--- src/rtl/uart_pkg.sv ---
// Shared types and constants for the UART transmit queue.
package uart_pkg;

  localparam int unsigned UART_BYTE_W = 8;
  localparam int unsigned UART_DROP_W = 8;

  typedef enum logic [0:0] {
    TXQ_IDLE      = 1'b0,
    TXQ_WAIT_DONE = 1'b1
  } txq_state_t;

endpackage

--- src/rtl/uart_sync_fifo.sv ---
// Circular-buffer byte FIFO with occupancy count and registered full/empty flags.
// Writes while full are dropped regardless of a same-cycle read.
module uart_sync_fifo
  import uart_pkg::*;
#(
  parameter int unsigned DEPTH = 16,
  parameter int unsigned AW    = $clog2(DEPTH)
) (
  input  logic                   clk,
  input  logic                   rst,
  input  logic                   wr_en,
  input  logic [UART_BYTE_W-1:0] wr_data,
  input  logic                   rd_en,
  output logic [UART_BYTE_W-1:0] rd_data,
  output logic [AW:0]            count,
  output logic                   full,
  output logic                   empty
);

  logic [UART_BYTE_W-1:0] mem [DEPTH];
  logic [AW-1:0]          wr_ptr;
  logic [AW-1:0]          rd_ptr;
  logic                   do_wr;
  logic                   do_rd;
  logic [AW:0]            count_nxt;

  assign do_wr   = wr_en && !full;
  assign do_rd   = rd_en && !empty;
  assign rd_data = mem[rd_ptr];

  always_comb begin
    count_nxt = count;
    case ({do_wr, do_rd})
      2'b10:   count_nxt = count + (AW+1)'(1);
      2'b01:   count_nxt = count - (AW+1)'(1);
      default: count_nxt = count;
    endcase
  end

  // Storage needs no reset; only the pointers define validity.
  always_ff @(posedge clk) begin
    if (do_wr) begin
      mem[wr_ptr] <= wr_data;
    end
  end

  // Pointers wrap naturally because DEPTH is a power of two.
  always_ff @(posedge clk) begin
    if (rst) begin
      wr_ptr <= '0;
      rd_ptr <= '0;
      count  <= '0;
      full   <= 1'b0;
      empty  <= 1'b1;
    end else begin
      if (do_wr) begin
        wr_ptr <= wr_ptr + AW'(1);
      end
      if (do_rd) begin
        rd_ptr <= rd_ptr + AW'(1);
      end
      count <= count_nxt;
      full  <= (count_nxt == (AW+1)'(DEPTH));
      empty <= (count_nxt == '0);
    end
  end

endmodule

--- src/rtl/uart_tx_queue.sv ---
// Byte queue in front of a UART transmitter: launches one byte per frame, waits for i_tx_done.
// Optional UART_TXQ_DROP_CNT_EN adds o_drop_cnt, a saturating count of writes lost to a full queue.
module uart_tx_queue
  import uart_pkg::*;
#(
  parameter int unsigned DEPTH = 16,
  parameter int unsigned AW    = $clog2(DEPTH)
) (
  input  logic                   clk,
  input  logic                   i_rst,
  input  logic                   i_wr_dv,
  input  logic [UART_BYTE_W-1:0] i_wr_byte,
  input  logic                   i_tx_done,
  output logic                   o_tx_dv,
  output logic [UART_BYTE_W-1:0] o_tx_byte,
  output logic [AW:0]            o_count,
  output logic                   o_full,
  output logic                   o_empty,
`ifdef UART_TXQ_DROP_CNT_EN
  output logic [UART_DROP_W-1:0] o_drop_cnt,
`endif
  output logic                   o_busy
);

  txq_state_t             state;
  logic                   pop;
  logic [UART_BYTE_W-1:0] head;

  assign pop    = (state == TXQ_IDLE) && !o_empty;
  assign o_busy = (state == TXQ_WAIT_DONE);

  uart_sync_fifo #(
    .DEPTH (DEPTH),
    .AW    (AW)
  ) u_fifo (
    .clk     (clk),
    .rst     (i_rst),
    .wr_en   (i_wr_dv),
    .wr_data (i_wr_byte),
    .rd_en   (pop),
    .rd_data (head),
    .count   (o_count),
    .full    (o_full),
    .empty   (o_empty)
  );

  // Launch FSM; reset does not touch the downstream frame, it only forgets it.
  always_ff @(posedge clk) begin
    if (i_rst) begin
      state     <= TXQ_IDLE;
      o_tx_dv   <= 1'b0;
      o_tx_byte <= '0;
    end else begin
      o_tx_dv <= 1'b0;
      case (state)
        TXQ_IDLE: begin
          if (!o_empty) begin
            o_tx_dv   <= 1'b1;
            o_tx_byte <= head;
            state     <= TXQ_WAIT_DONE;
          end
        end
        TXQ_WAIT_DONE: begin
          if (i_tx_done) begin
            state <= TXQ_IDLE;
          end
        end
      endcase
    end
  end

`ifdef UART_TXQ_DROP_CNT_EN
  always_ff @(posedge clk) begin
    if (i_rst) begin
      o_drop_cnt <= '0;
    end else if (i_wr_dv && o_full && (o_drop_cnt != '1)) begin
      o_drop_cnt <= o_drop_cnt + UART_DROP_W'(1);
    end
  end
`endif

endmodule

--- config.mk ---
export PLATFORM = sky130hd
export DESIGN_NAME = uart_tx_queue
export DESIGN_NICKNAME = d
export VERILOG_FILES = /design/src/rtl/uart_pkg.sv /design/src/rtl/uart_sync_fifo.sv /design/src/rtl/uart_tx_queue.sv
export SDC_FILE = /design/constraint.sdc
export NUM_CORES = 1
export LEC_CHECK = 0
export CORE_MARGIN = 2
export CORE_UTILIZATION = 35
export DETAILED_ROUTE_END_ITERATION = 12
export PLACE_DENSITY_LB_ADDON = 0.1
export SLEW_MARGIN = 20
export SYNTH_ARGS = -nofsm -noshare
export SYNTH_HDL_FRONTEND = slang
export SYNTH_SLANG_ARGS = --single-unit
--- constraint.sdc ---
create_clock -name clk -period 2 [get_ports clk]
set_input_delay 0.3 -clock clk [delete_from_list [all_inputs] [get_ports clk]]
set_output_delay 0.3 -clock clk [all_outputs]
set_load 0.02 [all_outputs]
==> Yosys cells after proc, flatten, opt, wreduce, memory -nomap -nowiden <==
Memories as Yosys holds them, arrays and structs flattened. A register that Yosys moved wholly into a read port is not among the register bits.
Cells that the tools add are included.
{ "classes": {"n_reduce_logical": 8, "n_mux": 6, "bitwise": 2, "n_eq_ne": 3, "n_addsub": 4} }
{ "op_table": {"columns": ["operator", "count"], "rows": [
  ["5-bit case mux with 2 select lines", 1],
  ["4-bit by 1-bit adder with 4-bit output, second input constant", 2],
  ["5-bit by 1-bit adder with 5-bit output, second input constant", 1],
  ["5-bit == test, second input constant", 1],
  ["5-bit zero test", 1],
  ["5-bit by 1-bit subtractor with 5-bit output, second input constant", 1],
  ["1-bit two-way mux", 4],
  ["1-bit logical AND", 3],
  ["2-bit by 1-bit == test with 1-bit output, second input constant", 1],
  ["2-bit == test, second input constant", 1],
  ["1-bit zero test", 2],
  ["1-bit inverter", 2],
  ["1-bit case mux with 2 select lines", 1],
  ["2-bit AND reduction", 1],
  ["2-bit OR reduction", 1]
]} }
{ "word_totals": {"inputBits": 12, "ram_bits": 128, "output_inout_bits": 17, "elab_cells": 31, "regBits": 17, "mem_count": 1} }
{ "memory_table": {"columns": ["name", "words", "width", "rd", "rd_clocked_by_memory_dff", "wr", "line", "rtl"], "rows": [
  ["u_fifo.mem", 16, 8, 1, 1, 1, "uart_sync_fifo.sv:20", "logic [UART_BYTE_W-1:0] mem [DEPTH];"]
]} }

==> Logic depth before layout (Yosys ltp) <==
{ "depth": {"ltp_word": 6, "mapped_depth": 11, "mapped_depth_nobuf": 10} }

==> Cells and area by module <==
Synthesis repeated with hierarchy kept, for this count alone.
{ "hier_totals": {"cells_unflattened": 345, "area_unflattened_um2": 6242.2} }
{ "modules_own_cells": {"columns": ["mod", "cells_each", "n_inst", "area_per_inst_um2"], "rows": [
  ["uart_sync_fifo", 303, 1, 5845.6],
  ["uart_tx_queue", 42, 1, 396.6]
]} }

==> Worst setup path after synthesis <==
No wires, ideal clock.
{ "synth_path": {"path_type": "reg2reg", "from": "register u_fifo.empty", "to": "register u_fifo.full", "period_less_slack_ns": 2.252, "setup_time_ns": 0.091, "arrival_ns": 2.161, "required_ns": 1.909, "slack_ns": -0.252, "stages_incl_launch_ff": 12, "cell_sequence": "dfxtp_1 or2_1 buf_6 clkinv_8 nand2_1 xnor2_1 ha_1 a21oi_1 a21boi_2 or3b_1 a22oi_2 nor4bb_1"} }
{ "synth_between": {"elab_chain_cells": 6, "word_cells_on_any_way": 7, "classes_between": "3 x eq/ne; 1 x mux; 3 x reduce/logical"} }
{ "synth_rtl": {"columns": ["element", "line", "rtl"], "rows": [
  ["from (decl)", "uart_sync_fifo.sv:17", "output logic empty"],
  ["from (signal assigned)", "uart_sync_fifo.sv:64", "empty <= (count_nxt == '0);"],
  ["1-bit zero test *", "uart_sync_fifo.sv:28, uart_tx_queue.sv:29", null],
  ["1-bit logical AND", "uart_tx_queue.sv:29", "assign pop = (state == TXQ_IDLE) && !o_empty;"],
  ["1-bit logical AND *", "uart_sync_fifo.sv:28", "assign do_rd = rd_en && !empty;"],
  ["2-bit by 1-bit == test with 1-bit output / 2-bit == test (equally long branches)", "uart_sync_fifo.sv:33", "case ({do_wr, do_rd})"],
  ["5-bit case mux with 2 select lines *", "uart_sync_fifo.sv:33", null],
  ["5-bit == test *", "uart_sync_fifo.sv:63", "full <= (count_nxt == (AW+1)'(DEPTH));"],
  ["to (signal assigned)", "uart_sync_fifo.sv:63", null],
  ["to (decl)", "uart_sync_fifo.sv:16", "output logic full,"]
]} }
Every way passes the cells marked *; elsewhere a longest branch is shown, timed or not.
A chain may end at the register's enable or synchronous reset.

==> Worst setup path after layout <==
Same ends and word-level chain as after synthesis.

==> results.ini <==
[outcome]
status=complete, but fails checks
violations=setup timing

[place]
gp_congestion=0.745
port_buffers=28
dp_hpwl_microns=8760
placed_cell_area_sq_mm=0.00691

[pwr]
power_density_mw_per_mm2=1290
vdd_drop_max_mv=0.563
p_seq_frac=0.394
pwr-share-comb=0.268
swShare=0.278
p_leak_uw=0.00251
intPower_uw=7050
p_switching_uw=2710
pwr-share-clk=0.338

[setup_path]
start_kind=flop
path_class=flop to flop
required_ps=2330
cp.arrival_ps=2450
crit_slowest_cell=or3b_1
crit_fanout=5
path_cells=or2_4 > clkinv_8 > nand2_4 > xnor2_4 > ha_4 > a21oi_2 > a21boi_2 > or3b_1 > a22oi_2 > nor4bb_1
cp_num_buf_inv=1
cpPeakStageDelay_ps=390
end_kind=flop
critPathTopFamily=simple AND/OR/NAND/NOR gates

[finish]
final_core_util=0.442
drive_gt1_frac=0.293
final_common_cell=edfxtp_1
mostFrequentLayoutCells=128 x edfxtp_1, 40 x buf_4, 34 x nor2_1, 32 x mux4_2, 27 x clkdlybuf4s50_1
nets=436
synthToLayoutAreaGrowth_pct=24.5
n_antenna_cell=0
final_cell_area_sq_mm=0.00756

[sta]
layout_setup_ws_ps=-121
rsz0062_at_grt=true
min_period_ps=2120
finalMaxSlewViolations=0
final-hold-violation-count=0
period_share=1.06
maxSlewHeadroom=0.545
clock.fmax_mhz=471
fin_worst_skew_ps=8.26
hold_ws_ps=482
tightest_slew_ps=680
setup_viol=2

[clock_network]
cts.sinks=153
cts_hold_buf=0
clk_latency_ps=420
clockRootBuffer=clkbuf_16
cts_buffers=17
clk_pin_slew_worst_paths_ps=60
cts_tree=built
post-cts-setup-buffers=0
htree_levels=4
cts_buffer_depth=2

[job]
cap_violations=0

[detailed_routing]
detail-route-antenna-nets=0
route.met3.wl_microns=488
routed_wl_microns=13600
drc=0
drt_iter0_drc=217
dr.max_layer_used=met4
vias=3230
wire_per_inst_microns=20.8
dr.pass1.iters=4
vias_per_cell=4.93
wl_met2_microns=6840
wl_met1_microns=6110

[global_routing]
antenna_found_initial=0
grt_pass1_wl_microns=20500
grt_max_degree=26
grt_remaining_overflow=0
grtUsageTotal=0.159
grt_pass1_vias=3296

[yosys]
yosys_warnings=0
ys_ff_latch=153
postSynthCellCount=350
synth.avg_cell_area_sq_um=17.3
synth_cell_types=42
netlist_area_sq_mm=0.00607
syn_nets=369
seq_area_frac_synth=0.716

[floorplanning]
coreArea_sq_mm=0.0171
start_util=0.355
fp-row-count=48
dieHeight_microns=136
dieWidth_microns=136
ioPinCount=29
dieArea_sq_mm=0.0184

[min_path]
min_path_type=flop to flop

[synth_stat cells (all sizes together)]
| cell type | n | area (sq um) |
|---|---|---|
| nor3 | 6 | 30.0 |
| xor2 | 5 | 43.8 |
| and3 | 1 | 6.26 |
| o21ai | 2 | 10.0 |
| ha | 7 | 87.6 |
| nor3b | 3 | 22.5 |
| a21oi | 21 | 105 |
| o22ai | 1 | 6.26 |
| nand4 | 3 | 18.8 |
| nor2 | 34 | 128 |
| or3b | 2 | 17.5 |
| clkinv | 1 | 16.3 |
| or2 | 1 | 6.26 |
| inv | 4 | 15.0 |
| a21boi | 1 | 11.3 |
| a21o | 1 | 7.51 |
| buf | 14 | 83.8 |
| mux4 | 32 | 721 |
| edfxtp | 128 | 3840 |
| and2 | 1 | 6.26 |
| nand2b | 3 | 18.8 |
| nor4bb | 1 | 10.0 |
| o2111ai | 1 | 8.76 |
| nor4b | 1 | 15.0 |
| dfxtp | 25 | 500 |
| a22oi | 17 | 133 |
| a221oi | 1 | 15.0 |
| o211ai | 1 | 7.51 |
| clkbuf | 9 | 35.0 |
| a31o | 1 | 8.76 |
| nor2b | 3 | 21.3 |
| a31oi | 1 | 6.26 |
| mux2i | 1 | 10.0 |
| nand2 | 11 | 41.3 |
| xnor2 | 6 | 52.6 |
[power by group through the flow]
stage	clock network [uW]	logic, uW	registers, uW
detailed placement	0	2590	3900
global placement	0	2580	3900
CTS	3380	2630	3850
global route	3500	2840	3880
floorplan	0	1620	4000
finish	3310	2620	3850
[final cells by class]
class / instances / area [sq um]
Multi-Input combinational cell: 169 / 1650
Sequential cell: 153 / 4350
Clock inverter: 14 / 179
Clock buffer: 18 / 429
Timing Repair Buffer: 71 / 634
Fill cell: 1498 / 9560
Inverter: 5 / 31.3
Tap cell: 225 / 282
[timing repair]
| item | CTS | global route |
|---|---|---|
| endpoints found under the setup margin | 5 | 9 |
| resized for setup | 3 | 5 |
| pin swaps | 4 | 2 |
[cells by family (layout without fill, tap and decap cells)]
family | after synthesis | in the layout | share of synthesized area
AOI/OAI and AO/OA | 48 | 48 | 0.0526
and+or+nand+nor | 70 | 70 | 0.0563
muxes | 33 | 33 | 0.120
adders and majority gates | 7 | 7 | 0.0144
xor gates and xnor gates | 11 | 11 | 0.0159
buffers and inverters | 28 | 108 | 0.0247
DFF | 153 | 153 | 0.716
[layer usage]
layer | track usage | vias to the layer above
met2 | 0.259 | 62
li1 | - | 1501
met5 | 0 | -
met1 | 0.209 | 1655
met3 | 0.0397 | 12
met4 | 0.0544 | 0
[worst reg2reg max path: stages, from the launching register on]
cell and delay, ps:
dfxtp_4 340, or2_4 260, clkinv_8 60, nand2_4 50, xnor2_4 140, ha_4 180, a21oi_2 40, a21boi_2 160
or3b_1 390, a22oi_2 190, nor4bb_1 220
[registers in the layout (all words and copies together) (netlist names)]
signal and cells:
u_fifo.mem 128, o_tx_byte 8, u_fifo.count 5, u_fifo.rd_ptr 4, u_fifo.wr_ptr 4, o_busy 1
o_tx_dv 1, u_fifo.empty 1, u_fifo.full 1
[per-stage QoR]
stage,power [uW],TNS [ps],setup slack (ps),std cells
after detailed placement,6490,-2200,-525,623
after CTS,9850,-231,-160,655
after global placement,6470,-2190,-477,623
final,9770,-163,-121,655
after global routing,10200,-486,-217,655
after floorplan,5610,-390,-190,350
[worst paths after layout]
kind,from,to,slack (ps),cells after the start
worst min-delay path,o_tx_byte[1],o_tx_byte[1],480,2
worst max register to register,u_fifo.empty,u_fifo.full,-120,10
worst min register to register,o_tx_byte[1],o_tx_byte[1],480,2
worst max-delay path,u_fifo.empty,u_fifo.full,-120,10
Power figures use the tool's default switching activity.
